<file path="config.mk">
export PLATFORM = sky130hd
export DESIGN_NAME = store_drain_unit
export DESIGN_NICKNAME = d
export VERILOG_FILES = /design/src/rtl/store_drain_unit_pkg.sv /design/src/rtl/store_drain_unit_drain_fifo.sv /design/src/rtl/store_drain_unit.sv
export SDC_FILE = /design/constraint.sdc
export NUM_CORES = 1
export LEC_CHECK = 0
export BUFFER_PORTS_ARGS = -buffer_cell sky130_fd_sc_hd__buf_2
export CORE_MARGIN = 3
export CORE_UTILIZATION = 60
export DETAILED_ROUTE_END_ITERATION = 10
export PLACE_DENSITY = 0.94
export SLEW_MARGIN = 20
export SYNTH_ARGS = -nofsm -noshare
export SYNTH_HDL_FRONTEND = slang
export SYNTH_SLANG_ARGS = --single-unit
</file>
<file path="constraint.sdc">
create_clock -name clk -period 13 [get_ports clk]
set_clock_uncertainty 0.1 [all_clocks]
set_input_delay 0.65 -clock clk [delete_from_list [all_inputs] [get_ports clk]]
set_output_delay 0.65 -clock clk [all_outputs]
set_load 0.05 [all_outputs]
</file>
<file path="src/rtl/store_drain_unit_pkg.sv">
// rtl/store_drain_unit_pkg.sv - Shared FSM encodings, constants and entry layout for the store drain unit
`ifndef STORE_DRAIN_UNIT_PKG_SV
`define STORE_DRAIN_UNIT_PKG_SV

// Queue entry layout, MSB first: word address, write data, byte enables.
`define SDU_ENTRY(addr, data, be) {addr, data, be}

package store_drain_unit_pkg;

    typedef enum logic [1:0] {
        ST_IDLE   = 2'd0,
        ST_ISSUE  = 2'd1,
        ST_REFILL = 2'd2
    } state_e;

    localparam int LINE_OFF_BITS = 4;
    localparam int BE_W          = 4;

endpackage

`endif

</file>
<file path="src/rtl/store_drain_unit_drain_fifo.sv">
// rtl/store_drain_unit_drain_fifo.sv - DEPTH-entry in-order store queue with optional tail-merge port (STORE_DRAIN_COALESCE_EN)
module store_drain_unit_drain_fifo
    import store_drain_unit_pkg::*;
#(
    parameter int ENTRY_W = 68,
    parameter int DEPTH   = 4,
    parameter int CNT_W   = 3
) (
    input  logic               clk,
    input  logic               rst,
    input  logic               push_i,
    input  logic [ENTRY_W-1:0] push_entry_i,
    input  logic               pop_i,
`ifdef STORE_DRAIN_COALESCE_EN
    input  logic               merge_i,
    input  logic [ENTRY_W-1:0] merge_entry_i,
    output logic [ENTRY_W-1:0] tail_o,
`endif
    output logic [ENTRY_W-1:0] head_o,
    output logic [CNT_W-1:0]   count_o,
    output logic               full_o,
    output logic               empty_o
);

    localparam int PTR_W = (DEPTH > 1) ? $clog2(DEPTH) : 1;

    logic [ENTRY_W-1:0] mem_q [DEPTH];
    logic [PTR_W-1:0]   wr_ptr_q, wr_ptr_d;
    logic [PTR_W-1:0]   rd_ptr_q, rd_ptr_d;
    logic [CNT_W-1:0]   count_q, count_d;
    logic               do_push, do_pop;

    assign full_o  = (count_q == CNT_W'(DEPTH));
    assign empty_o = (count_q == '0);
    assign count_o = count_q;
    assign head_o  = mem_q[rd_ptr_q];
    assign do_push = push_i && !full_o;
    assign do_pop  = pop_i && !empty_o;

`ifdef STORE_DRAIN_COALESCE_EN
    assign tail_o = mem_q[wr_ptr_q - PTR_W'(1)];
`endif

    // Pointers are exactly PTR_W bits wide, so DEPTH being a power of two makes them wrap for free.
    always_comb begin
        wr_ptr_d = wr_ptr_q + PTR_W'(do_push);
        rd_ptr_d = rd_ptr_q + PTR_W'(do_pop);
        count_d  = count_q + CNT_W'(do_push) - CNT_W'(do_pop);
    end

    always_ff @(posedge clk) begin
        if (rst) begin
            wr_ptr_q <= '0;
            rd_ptr_q <= '0;
            count_q  <= '0;
        end else begin
            wr_ptr_q <= wr_ptr_d;
            rd_ptr_q <= rd_ptr_d;
            count_q  <= count_d;
        end
    end

    always_ff @(posedge clk) begin
        if (do_push) begin
            mem_q[wr_ptr_q] <= push_entry_i;
        end
`ifdef STORE_DRAIN_COALESCE_EN
        else if (merge_i) begin
            mem_q[wr_ptr_q - PTR_W'(1)] <= merge_entry_i;
        end
`endif
    end

endmodule

</file>
<file path="src/rtl/store_drain_unit.sv">
// rtl/store_drain_unit.sv - Drains store-buffer evictions into the data cache in order, refilling on write miss
// Optional write coalescing into the tail entry is enabled by defining STORE_DRAIN_COALESCE_EN.
module store_drain_unit
    import store_drain_unit_pkg::*;
#(
    parameter int DATA_W = 32,
    parameter int DEPTH  = 4,
    parameter int CNT_W  = 3
) (
    input  logic              clk,
    input  logic              rst,
    input  logic              sb_valid,
    output logic              sb_ready,
    input  logic [DATA_W-1:0] sb_addr,
    input  logic [DATA_W-1:0] sb_data,
    input  logic              sb_byte,
    output logic              dc_req,
    output logic [DATA_W-1:0] dc_addr,
    output logic [DATA_W-1:0] dc_wdata,
    output logic [BE_W-1:0]   dc_be,
    input  logic              dc_ack,
    input  logic              dc_miss,
    output logic              mem_req,
    output logic [DATA_W-1:0] mem_addr,
    input  logic              mem_done,
    output logic              empty,
    output logic [CNT_W-1:0]  count
);

    localparam int ENTRY_W = 2 * DATA_W + BE_W;
    localparam int LANE_W  = DATA_W / BE_W;

    state_e              state_q, state_d;
    logic                gap_q, gap_d;
    logic [ENTRY_W-1:0]  head, push_entry;
    logic [DATA_W-1:0]   head_addr, head_data;
    logic [BE_W-1:0]     head_be;
    logic [DATA_W-1:0]   fmt_addr, fmt_data;
    logic [BE_W-1:0]     fmt_be;
    logic                fifo_full, fifo_empty;
    logic                push, pop, hit_ack, miss_ack, more_after_pop;

    assign `SDU_ENTRY(head_addr, head_data, head_be) = head;
    assign push_entry = `SDU_ENTRY(fmt_addr, fmt_data, fmt_be);

    always_comb begin
        fmt_addr = {sb_addr[DATA_W-1:2], 2'b00};
        fmt_be   = 4'b1111;
        fmt_data = sb_data;
        if (sb_byte) begin
            fmt_be   = BE_W'(1) << sb_addr[1:0];
            fmt_data = {BE_W{sb_data[LANE_W-1:0]}};
        end
    end

`ifdef STORE_DRAIN_COALESCE_EN
    logic [ENTRY_W-1:0] tail, merge_entry;
    logic [DATA_W-1:0]  tail_addr, tail_data, merge_data;
    logic [BE_W-1:0]    tail_be;
    logic               head_busy, merge_ok, merge;

    assign `SDU_ENTRY(tail_addr, tail_data, tail_be) = tail;
    // A lone entry that the FSM is already presenting to the cache must not change under it.
    assign head_busy   = (count == CNT_W'(1)) && (state_q != ST_IDLE);
    assign merge_ok    = !fifo_empty && (tail_addr == fmt_addr) && !head_busy;
    assign sb_ready    = !fifo_full || merge_ok;
    assign merge       = sb_valid && merge_ok;
    assign push        = sb_valid && !merge_ok && !fifo_full;
    assign merge_entry = `SDU_ENTRY(tail_addr, merge_data, tail_be | fmt_be);

    always_comb begin
        merge_data = tail_data;
        for (int i = 0; i < BE_W; i++) begin
            if (fmt_be[i]) begin
                merge_data[i*LANE_W +: LANE_W] = fmt_data[i*LANE_W +: LANE_W];
            end
        end
    end
`else
    assign sb_ready = !fifo_full;
    assign push     = sb_valid && sb_ready;
`endif

    store_drain_unit_drain_fifo #(
        .ENTRY_W (ENTRY_W),
        .DEPTH   (DEPTH),
        .CNT_W   (CNT_W)
    ) u_fifo (
        .clk           (clk),
        .rst           (rst),
        .push_i        (push),
        .push_entry_i  (push_entry),
        .pop_i         (pop),
`ifdef STORE_DRAIN_COALESCE_EN
        .merge_i       (merge),
        .merge_entry_i (merge_entry),
        .tail_o        (tail),
`endif
        .head_o        (head),
        .count_o       (count),
        .full_o        (fifo_full),
        .empty_o       (fifo_empty)
    );

    assign hit_ack        = dc_req && dc_ack && !dc_miss;
    assign miss_ack       = dc_req && dc_ack && dc_miss;
    assign pop            = hit_ack;
    assign more_after_pop = (count > CNT_W'(1)) || push;

    always_ff @(posedge clk) begin
        if (rst) begin
            state_q <= ST_IDLE;
            gap_q   <= 1'b0;
        end else begin
            state_q <= state_d;
            gap_q   <= gap_d;
        end
    end

    // gap_q holds dc_req low for one cycle when the next entry follows directly in ISSUE.
    always_comb begin
        state_d = state_q;
        gap_d   = 1'b0;
        case (state_q)
            ST_IDLE: begin
                if (!fifo_empty) state_d = ST_ISSUE;
            end
            ST_ISSUE: begin
                if (hit_ack) begin
                    state_d = more_after_pop ? ST_ISSUE : ST_IDLE;
                    gap_d   = more_after_pop;
                end else if (miss_ack) begin
                    state_d = ST_REFILL;
                end
            end
            ST_REFILL: begin
                if (mem_done) state_d = ST_ISSUE;
            end
            default: state_d = ST_IDLE;
        endcase
    end

    always_comb begin
        dc_req   = (state_q == ST_ISSUE) && !gap_q;
        mem_req  = (state_q == ST_REFILL);
        dc_addr  = dc_req ? head_addr : '0;
        dc_wdata = dc_req ? head_data : '0;
        dc_be    = dc_req ? head_be : '0;
        mem_addr = mem_req ? {head_addr[DATA_W-1:LINE_OFF_BITS], {LINE_OFF_BITS{1'b0}}} : '0;
        empty    = fifo_empty && (state_q == ST_IDLE);
    end

endmodule

</file>
# --- After elaboration in Yosys (flattened, before gate mapping) ---
# Memory sizes are Yosys's and may differ from the RTL's. A register that Yosys moved wholly into a read port is not among the register bits.
# Cells that the tools add are included.
totals:
  input_bits: 71
  mem_bits_rw: 264
  ff_bits: 10
  elab_cells: 52
  n_memories: 1
  out_inout_bits: 107
memory_table:
  columns: ["memory", "depth", "width", "read_ports", "rd_ports_with_merged_regs", "write_ports", "line", "source"]
  rows:
  - ["u_fifo.mem_q", 4, 66, 1, 1, 1, "store_drain_unit_drain_fifo.sv:27", "logic [ENTRY_W-1:0] mem_q [DEPTH];"]
op_classes:
  addsub: 4
  n_eq_ne: 6
  bitwise: 2
  n_shift: 1
  n_reduce_logical: 17
  order_cmp: 1
  muxes: 15
op_table:
  columns: ["cell", "n"]
  rows:
  - ["2-to-1 mux 32 bit", 4]
  - ["2-to-1 mux 2 bit", 5]
  - ["logical AND 1 bit", 8]
  - ["2-to-1 mux 4 bit", 2]
  - ["one-hot mux 2 bit (3 select lines)", 1]
  - ["adder 2 x 1 -> 2 bit", 2]
  - ["logical NOT 1 bit", 4]
  - ["left shift 1 x 2 -> 4 bit (first input constant)", 1]
  - ["adder 3 x 1 -> 3 bit", 1]
  - ["== test 3 bit (second input constant)", 1]
  - ["greater-than comparator 3 x 1 -> 1 bit (second input constant)", 1]
  - ["logical NOT 3 bit", 1]
  - ["2-to-1 mux 1 bit", 3]
  - ["inequality test 3 x 2 -> 1 bit (second input constant)", 1]
  - ["AND reduction 3 bit", 1]
  - ["OR reduction 3 bit", 1]
  - ["subtractor 3 x 1 -> 3 bit", 1]
  - ["== test 2 x 1 -> 1 bit (second input constant)", 1]
  - ["== test 2 bit (second input constant)", 1]
  - ["logical NOT 2 bit", 1]
  - ["inequality test 2 x 1 -> 1 bit (second input constant)", 1]
  - ["inequality test 2 bit (second input constant)", 1]
  - ["NOT 1 bit", 2]
  - ["logical OR 1 bit", 1]

# --- Depth between registers and ports, before layout ---
# Gate-level depths: netlist of the first run.
logic_depth:
  word_depth: 7
  depth_mapped: 9
  depth_no_buf: 9

# --- Hierarchy ---
# Synthesis of the first run repeated with hierarchy kept, for this count alone.
hier_totals:
  cells_unflattened: 591
  hier_area_um2: 11424.7
modules_own_cells:
  columns: ["mod", "n_inst", "cells_each", "area_each_um2"]
  rows:
  - ["store_drain_unit_drain_fifo", 1, 391, 10252.3]
  - ["store_drain_unit", 1, 200, 1172.4]

# --- Worst setup path before layout of the first run ---
# OpenSTA, ideal clock, no wires.
synth_path:
  path_kind: "register to register"
  from: "reg u_fifo.count_q[1], in the netlist u_fifo.count_o[1]"
  to: "mem u_fifo.mem_q[0][0] (netlist name), enable pin"
  path_slack_ns: 6.322
  required_time_ns: 12.316
  path_stages_with_launch: 4
  arrival_time_ns: 5.994
  n_path_buf: 0
  synth_period_minus_slack_ns: 6.678
  cell_sequence: "dfxtp_1 -> nor3b_1 -> nor2b_1 -> nor3b_1"
synth_via:
  elab_chain_cells: 6
synth_rtl:
  columns: ["element", "line", "source"]
  rows:
  - ["from (decl)", "store_drain_unit_drain_fifo.sv:30", "logic [CNT_W-1:0] count_q, count_d;"]
  - ["from (signal assigned)", "store_drain_unit_drain_fifo.sv:59", "count_q <= count_d;"]
  - ["== test 3 bit *", "store_drain_unit_drain_fifo.sv:33", "assign full_o = (count_q == CNT_W'(DEPTH));"]
  - ["logical NOT 1 bit *", "store_drain_unit_drain_fifo.sv:37, store_drain_unit.sv:80", null]
  - ["logical AND 1 bit", "store_drain_unit.sv:81", "assign push = sb_valid && sb_ready;"]
  - ["logical AND 1 bit *", "store_drain_unit_drain_fifo.sv:37", "assign do_push = push_i && !full_o;"]
  - ["2-to-1 mux 1 bit *", "store_drain_unit_drain_fifo.sv:64", "if (do_push) begin"]
  - ["2-to-1 mux 1 bit (implied by the code) *", "store_drain_unit_drain_fifo.sv:65", "mem_q[wr_ptr_q] <= push_entry_i;"]
  - ["to (decl)", "store_drain_unit_drain_fifo.sv:27", null]
# Every way passes the cells marked *; elsewhere a longest branch is shown, timed or not.

==> results of run 1 <==
## Yosys cell counts (all sizes together), types with 3 or more instances
master and number:
clkbuf 16, inv 34, xnor2 4, buf 20, and2 94, nor3b 3, edfxtp 264, nor2b 4
o21ai 29, nor2 10, mux4 66, nand2 10, dfxtp 10, ha 5
## critical path, stage by stage (launching register included)
cell and delay [ns]:
dfxtp_4 0.75, buf_4 0.74, mux4_2 0.64, and2_1 0.18
buf_2 0.20
## power by group through the flow
stage | clock (uW) | combinational, uW | sequential [uW]
floorplan | 0 | 489 | 1140
finish | 810 | 654 | 1120
global route | 863 | 694 | 1130
CTS | 826 | 662 | 1120
global placement | 0 | 644 | 1120
detailed placement | 0 | 657 | 1130
## per-layer routing
layer,up-vias,track usage (%)
li1,2586,-
met1,2981,30.8
met2,287,40.6
met3,44,5.73
met4,0,5.71
met5,-,0
## through the flow
stage	total power, uW	std cells
global route	2680	1011
CTS	2610	1011
detailed placement	1790	960
finish	2580	1011
floorplan	1620	589
global placement	1770	960
## state kept, by name, summed over array words and instances (netlist names)
register / count
u_fifo.count_o: 3
state_q: 2
u_fifo.wr_ptr_q: 2
gap_q: 1
u_fifo.rd_ptr_q: 2
u_fifo.mem_q: 264
## layout make-up
type	count	area (um^2)
fill	1059	5000
sequential	274	8140
multi-input combinational	245	2620
clock buffer	37	756
inverter	34	128
tap	229	287
clock inverter	14	190
timing repair buffer	178	908
## cells in the final DEF (no fill, tap or decap), types with 5 or more instances in the layout
cell / count
buf_2: 171
and2_1: 94
edfxtp_1: 264
inv_1: 34
conb_1: 6
buf_4: 7
nor2_1: 8
clkbuf_1: 8
dfxtp_1: 8
mux4_2: 66
ha_1: 5
clkinv_1: 6
nand2_1: 10
o21ai_0: 29
bufinv_16: 5
clkbuf_16: 29
## cell families after synthesis
logic type               synth area share [%]
AO/OA/AOI/OAI                            1.57
XOR/XNOR                                0.317
adder cells (fa/ha/maj)                 0.747
buffers and inverters                    3.24
flip-flops                               73.5
multiplexers                             13.5
other                                  0.0339
AND/OR/NAND/NOR                          7.06
## worst min-delay path by stage
stage	from	end	depth (start not counted)
after global routing	sb_addr[19]	u_fifo.mem_q[1][53]	1
final	sb_addr[19]	u_fifo.mem_q[1][53]	1
after floorplan	state_q[0]	state_q[0]	1
after global placement	state_q[0]	state_q[0]	1
after detailed placement	state_q[0]	state_q[0]	1
after CTS	sb_addr[19]	u_fifo.mem_q[1][53]	1
==> impl_metrics.tcl, run 1 <==
set metrics [dict create \
    async_flop_share_pct 0 \
    yosysSeqAreaShare_pct 73.5 \
    placed_cell_area_um2 12100 \
    die-area_um2 20100 \
    drc 0 \
    ys_seq_elements 274 \
    antenna_found_initial 0 \
    worst_pin_slew_ns 1.01 \
    synthTopCellsByArea "edfxtp_1, mux4_2, and2_1, dfxtp_1, o21ai_0" \
    drt_wl_total_mm 23.2 \
    reg2reg_slack_ns 10.04 \
    power.share.sequential_pct 43.3 \
    wl_per_cell_um 23.0 \
    portBuffers 171 \
    finalSetupViolCount 0 \
    ctsResizeCount 0 \
    crit-reg2reg-launch "u_fifo.count_o[1]" \
    synth_cells 584 \
    clock_sinks 274 \
    endpoint_kind "primary output" \
    root_buffer "clkbuf_16" \
    grt_start_max_net_pins 68 \
    grt_pass1_wl_mm 36.1 \
    yosysWarnings 0 \
    netlist.top_cell.by_area "edfxtp_1" \
    ys.flop_type "edfxtp_1" \
    rsz0062_at_grt "no" \
    powerDensity_nw_per_um2 198 \
    switching_power_uw 819 \
    syn_area_per_cell_um2 18.9 \
    dr.pass1.iters 5 \
    met2_wirelength_mm 12.1 \
    finalWeightedCongestion 0.802 \
    fin_ws_ns 9.19 \
    critPathKind "register to primary output" \
    worstPathRequired_ns 12.25 \
    netlist.area_leader.share_pct 71.7 \
    dpl.hpwl_mm 14.3 \
    drt-met1-wl_mm 8.57 \
    tritoncts "built" \
    hold_ws_ns 0.249 \
    htreeDepth 1 \
    met3_length_mm 2.01 \
    die_h_um 142 \
    synth_cell_types 34 \
    fin_area_um2 13000 \
    arrival_ns 3.06 \
    synth_area_um2 11100 \
    antenna_left 0 \
    status "finished, final reports clean" \
    fin_util_pct 72.3 \
    p_sw_share_pct 31.7 \
    initial_core_util_pct 61.4 \
    finalHoldViolations 0 \
    pre_cts_slack_ns 9.67 \
    cp_max_fo 37 \
    via_count 5898 \
    p_leak_uw 0.00478 \
    finalMaxSlewViolations 0 \
    clk_pin_slew_ns 0.06 \
    vias_per_cell 5.83 \
    period_needed_ns 3.81 \
    postCtsHoldBufs 0 \
    io_pins 178 \
    hold_class "input port to register" \
    internal-power_uw 1760 \
    fin_tns_setup_ns 0 \
    top_layer "met4" \
    cap_violations 0 \
    die_w_um 142 \
    cts_setup_buffers 0 \
    core_um2 18000 \
    syn_to_final_growth_pct 17.8 \
    synth_edf_count 264 \
    num-nets-final 838 \
    irDropWorstVdd_mv 0.167 \
    grt_pass1_vias 6298 \
    crit_path_end "mem_addr[18]" \
    grt_util_all_layers_pct 23.6 \
    rows 49 \
    startpoint "u_fifo.rd_ptr_q[0]" \
    p_comb_share_pct 25.3 \
    overflow 0 \
    n_antenna_cell 0 \
    clock_latency_ns 0.52 \
    pwr-share-clk_pct 31.4 \
    fmax_mhz 263 \
    rr_endpoint "u_fifo.mem_q[2][50]" \
    cp-start-kind "register" \
    slew_headroom_pct 32.8 \
    post-route-period-util_pct 29.3 \
    drt_iter0_markers 543 \
    cts_buffer_depth 3 \
    final_layout_size_suffix_gt1_share_pct 37.1 \
    rr_worst_depth 5 \
    cts_buffers 28 \
]
Power figures use the tool's default switching activity.
==> run 2: changes to the inputs <==
--- a/config.mk
+++ b/config.mk
@@ -7,9 +7,9 @@
 export LEC_CHECK = 0
 export BUFFER_PORTS_ARGS = -buffer_cell sky130_fd_sc_hd__buf_2
 export CORE_MARGIN = 3
-export CORE_UTILIZATION = 60
+export CORE_UTILIZATION = 56
 export DETAILED_ROUTE_END_ITERATION = 10
-export PLACE_DENSITY = 0.94
+export PLACE_DENSITY = 0.89
 export SLEW_MARGIN = 20
 export SYNTH_ARGS = -nofsm -noshare
 export SYNTH_HDL_FRONTEND = slang
==> constraint.sdc (replaced) <==
create_clock -name clk -period 3.7 [get_ports clk]
set_clock_uncertainty 0.1 [all_clocks]
set_input_delay 0.185 -clock clk [delete_from_list [all_inputs] [get_ports clk]]
set_output_delay 0.185 -clock clk [all_outputs]
set_load 0.05 [all_outputs]
==> impl_metrics.tcl, run 2 (synthesized netlist as in run 1, its figures left out) <==
set metrics [dict create \
    p_leak_uw 0.00495 \
    drc 0 \
    root_buffer "clkbuf_16" \
    layout_common_cells "edfxtp_1, buf_2, and2_1" \
    htreeDepth 1 \
    largest_reg_flops 264 \
    power.share.sequential_pct 44.1 \
    overflow 0 \
    switching_power_uw 2870 \
    die_w_um 147 \
    finalMaxSlewViolations 0 \
    p_comb_share_pct 26.6 \
    num-nets-final 883 \
    antenna_found_initial 1 \
    syn_to_final_growth_pct 21.9 \
    powerDensity_nw_per_um2 659 \
    final_layout_size_suffix_gt1_share_pct 35.2 \
    arrival_ns 3.25 \
    clock_sinks 274 \
    hold_ws_ns 0.0210 \
    drt_iter0_markers 375 \
    largest_register "u_fifo.mem_q" \
    dr.pass1.iters 4 \
    cp-start-kind "register" \
    cap_violations 0 \
    initial_core_util_pct 58.0 \
    dpl.hpwl_mm 13.7 \
    critPathKind "register to register" \
    worst_pin_slew_ns 1.01 \
    fmax_mhz 346 \
    pwr-share-clk_pct 29.3 \
    fin_ws_ns 0.813 \
    antenna_left 0 \
    cts_buffer_depth 3 \
    cts_buffers 27 \
    wl_per_cell_um 20.7 \
    vias_per_cell 5.55 \
    drt_wl_total_mm 22.5 \
    via_count 6029 \
    cp_max_fo 30 \
    hold_class "input port to register" \
    clock_latency_ns 0.51 \
    post-route-period-util_pct 78.0 \
    status "finished, final reports clean" \
    die_h_um 147 \
    grt_util_all_layers_pct 21.0 \
    rsz0062_at_grt "no" \
    grt_pass1_wl_mm 35.4 \
    worstPathRequired_ns 4.06 \
    io_pins 178 \
    n_antenna_cell 0 \
    fin_util_pct 70.6 \
    grt_pass1_vias 6342 \
    fin_tns_setup_ns 0 \
    core_um2 19100 \
    die-area_um2 21500 \
    period_needed_ns 2.89 \
    portBuffers 171 \
    p_sw_share_pct 32.3 \
    rows 50 \
    tritoncts "built" \
    fillers 1138 \
    finalWeightedCongestion 0.774 \
    grt_start_max_net_pins 68 \
    endpoint_kind "register" \
    ctsResizeCount 0 \
    final_common_cell "edfxtp_1" \
    finalSetupViolCount 0 \
    clk_pin_slew_ns 0.06 \
    pre_cts_slack_ns 1.21 \
    slew_headroom_pct 32.7 \
    irDropWorstVdd_mv 0.451 \
    finalHoldViolations 0 \
    internal-power_uw 6010 \
]
run 2: power by group through the flow:
stage	Sequential [uW]	Combinational [uW]	Clock, uW
after floorplan	3970	1720	0
after global placement	3940	2290	0
after detailed placement	3980	2340	0
after CTS	3920	2390	2650
after global routing	3950	2510	2780
final	3920	2370	2600
run 2: stage by stage:
| stage | std cells | power, uW | area, um^2 |
|---|---|---|---|
| floorplan | 589 | 5690 | 11100 |
| finish | 1086 | 8890 | 13500 |
| detailed placement | 992 | 6320 | 12200 |
| CTS | 1086 | 8950 | 13500 |
| global placement | 992 | 6230 | 12200 |
| global route | 1086 | 9240 | 13500 |
run 2: worst max-delay path, cell delays in order (launching register included):
cell           delay [ns]
dfxtp_1              0.46
nor2b_2              0.83
a22oi_1              0.20
dlygate4sd3_1        0.60
nor2_1               0.09
dlygate4sd3_1        0.55
run 2: what timing repair did:
item,in CTS,in global routing
hold endpoints to repair,170,0
hold buffers,45,0
buffers inserted,0,0
run 2: final timing paths:
path                            startpoint            endpoint  slack (ns)  cells after the start
worst min register to register  state_q[0]          state_q[0]        0.52                      1
worst max-delay path            state_q[1]          state_q[1]        0.81                      5
worst min-delay path            sb_addr[0]  u_fifo.mem_q[1][2]        0.02                      2
worst max register to register  state_q[1]          state_q[1]        0.81                      5
run 2: layer usage:
layer | routed length, um | global-route usage [%]
met5 | 13 | 0
met4 | 435 | 4.33
met3 | 1900 | 4.56
met2 | 11500 | 36.0
met1 | 8640 | 28.5
run 2: final cells by class:
type	instances	area [um^2]	area share, %
flip-flops and latches	274	8140	60.3
clock buffers	35	736	5.46
inverters	34	128	0.947
multi-input cells	245	2630	19.5
clock inverters	14	120	0.891
well taps	260	325	2.41
repair buffers	224	1400	10.4
==> run 3: changes to the inputs <==
==> constraint.sdc (replaced) <==
create_clock -name clk -period 2.7 [get_ports clk]
set_clock_uncertainty 0.1 [all_clocks]
set_input_delay 0.135 -clock clk [delete_from_list [all_inputs] [get_ports clk]]
set_output_delay 0.135 -clock clk [all_outputs]
set_load 0.05 [all_outputs]
==> impl_metrics.tcl, run 3 (synthesized netlist as in run 1, its figures left out) <==
set metrics [dict create \
    status "finished, final reports clean" \
    layout_common_cells "edfxtp_1, buf_2, and2_1" \
    cts_buffers 27 \
    root_buffer "clkbuf_16" \
    wl_per_cell_um 20.8 \
    pre_cts_slack_ns 0.339 \
    finalWeightedCongestion 0.817 \
    power.share.sequential_pct 43.9 \
    period_needed_ns 2.56 \
    place_inst 1001 \
    p_leak_uw 0.00508 \
    rr_endpoint "u_fifo.count_o[2]" \
    drc 0 \
    io_pins 178 \
    grt_pass1_wl_mm 36.7 \
    worst_pin_slew_ns 0.659 \
    p_comb_share_pct 26.8 \
    powerDensity_nw_per_um2 889 \
    largest_reg_flops 264 \
    cap_violations 0 \
    cp_slowest_stage_delay_ns 0.58 \
    worst-path-buf-inv 2 \
    dr.pass1.iters 5 \
    p_sw_share_pct 32.2 \
    pwr-share-clk_pct 29.3 \
    die_h_um 147 \
    clock_latency_ns 0.52 \
    critPathKind "register to primary output" \
    grt_util_all_layers_pct 21.9 \
    crit_slowest_cell "mux4_2" \
    rsz0062_at_grt "no" \
    grt_pass1_vias 6662 \
    clock_sinks 274 \
    antenna_left 0 \
    rows 50 \
    min_to "u_fifo.mem_q[3][27]" \
    cp_max_fo 26 \
    drt_wl_total_mm 23.2 \
    num-nets-final 910 \
    grt_start_max_net_pins 42 \
    initial_core_util_pct 58.0 \
    placed_cell_area_um2 12300 \
    dpl.hpwl_mm 14.1 \
    crit_path_cell_trace "buf_12 > mux4_2 > and2_1 > buf_2" \
    portBuffers 171 \
    irDropWorstVdd_mv 0.763 \
    hold_depth 3 \
    largest_register "u_fifo.mem_q" \
    drt_iter0_markers 427 \
    tritoncts "built" \
    endpoint_kind "primary output" \
    clk_pin_slew_ns 0.06 \
    finalMaxSlewViolations 0 \
    core_um2 19100 \
    hold_ws_ns 0.0278 \
    final_layout_size_suffix_gt1_share_pct 35.6 \
    vias_per_cell 5.54 \
    via_count 6163 \
    layoutNonFillerInstCount 1113 \
    overflow 0 \
    die_w_um 147 \
    crit-reg2reg-launch "u_fifo.count_o[0]" \
    worstPathRequired_ns 2.47 \
    rr_worst_depth 9 \
    htreeDepth 1 \
    cp_top_family "multiplexers" \
    finalHoldViolations 0 \
    fmax_mhz 391 \
    arrival_ns 2.32 \
    reg2reg_slack_ns 0.29 \
    post-route-period-util_pct 94.7 \
    cts_buffer_depth 3 \
    n_antenna_cell 0 \
    slew_headroom_pct 55.6 \
    p_total_uw 12200 \
    die-area_um2 21500 \
    switching_power_uw 3940 \
    hold_class "input port to register" \
    min_from "sb_data[23]" \
    finalSetupViolCount 0 \
    syn_to_final_growth_pct 24.4 \
    fin_ws_ns 0.144 \
    internal-power_uw 8290 \
    cp-start-kind "register" \
    fin_area_um2 13800 \
    final_common_cell "edfxtp_1" \
    antenna_found_initial 0 \
]
==> run 3: cell count changes in the layout (fill, tap and decap cells not counted), moves of 2 or more <==
cell,before,now
buf_4,5,12
clkbuf_8,3,0
clkinv_2,1,4
dfxtp_1,8,5
clkbuf_1,5,7
clkinv_1,8,6
dfxtp_4,2,5
dlygate4sd3_1,45,63
==> run 3: worst max path at each step <==
stage | start | end | slack, ns | depth (start not counted)
global placement | u_fifo.count_o[0] | u_fifo.count_o[2] | 0.42 | 9
detailed placement | u_fifo.count_o[0] | u_fifo.count_o[2] | 0.34 | 9
CTS | u_fifo.rd_ptr_q[0] | dc_wdata[6] | 0.06 | 4
finish | u_fifo.rd_ptr_q[0] | mem_addr[8] | 0.14 | 4
floorplan | u_fifo.count_o[2] | u_fifo.mem_q[0][0] | -0.34 | 3
global route | u_fifo.rd_ptr_q[0] | mem_addr[8] | 0.04 | 4
==> run 3: layout make-up <==
| type | count | area [um^2] |
|---|---|---|
| sequential | 274 | 8150 |
| fill | 1168 | 5320 |
| multi-input combinational | 245 | 2640 |
| timing repair buffer | 251 | 1670 |
| clock buffer | 34 | 702 |
| tap | 260 | 325 |
| clock inverter | 15 | 150 |
| inverter | 34 | 128 |
==> run 3: layer usage <==
metal	vias to the layer above	GRT usage [%]	share of wire [%]	wire length, um
li1	2733	-	-	-
met1	3065	28.3	38	8770
met2	316	38.6	52	12100
met3	49	3.91	7.4	1720
met4	0	6.02	2.6	597
met5	-	0	0	0
==> run 3: metrics by stage <==
step / util (%) / setup TNS, ns
2_1_floorplan: - / -22.35
3_3_place_gp: 64.3 / 0
3_5_place_dp: 64.3 / 0
4_1_cts: 72.1 / 0
5_1_grt: 72.1 / 0
6_report: 72.1 / 0
==> run 3: power by group through the flow <==
stage          Combinational (uW)  Sequential [uW]  Clock [uW]
2_1_floorplan                2370             5450           0
3_3_place_gp                 3150             5400           0
3_5_place_dp                 3210             5450           0
4_1_cts                      3300             5360        3660
5_1_grt                      3480             5400        3820
6_report                     3280             5370        3580
==> run 3: worst min-delay path, cell delays in order <==
cell and delay [ns]:
buf_2 0.10, inv_1 0.04, o21ai_0 0.16
==> run 3: what timing repair did <==
item / 4_1_cts / 5_1_grt
setup endpoints to repair: 0 / 4
hold endpoints to repair: 244 / 0
resized for setup: 0 / 1
setup buffers: 0 / 0
hold buffers: 63 / 0
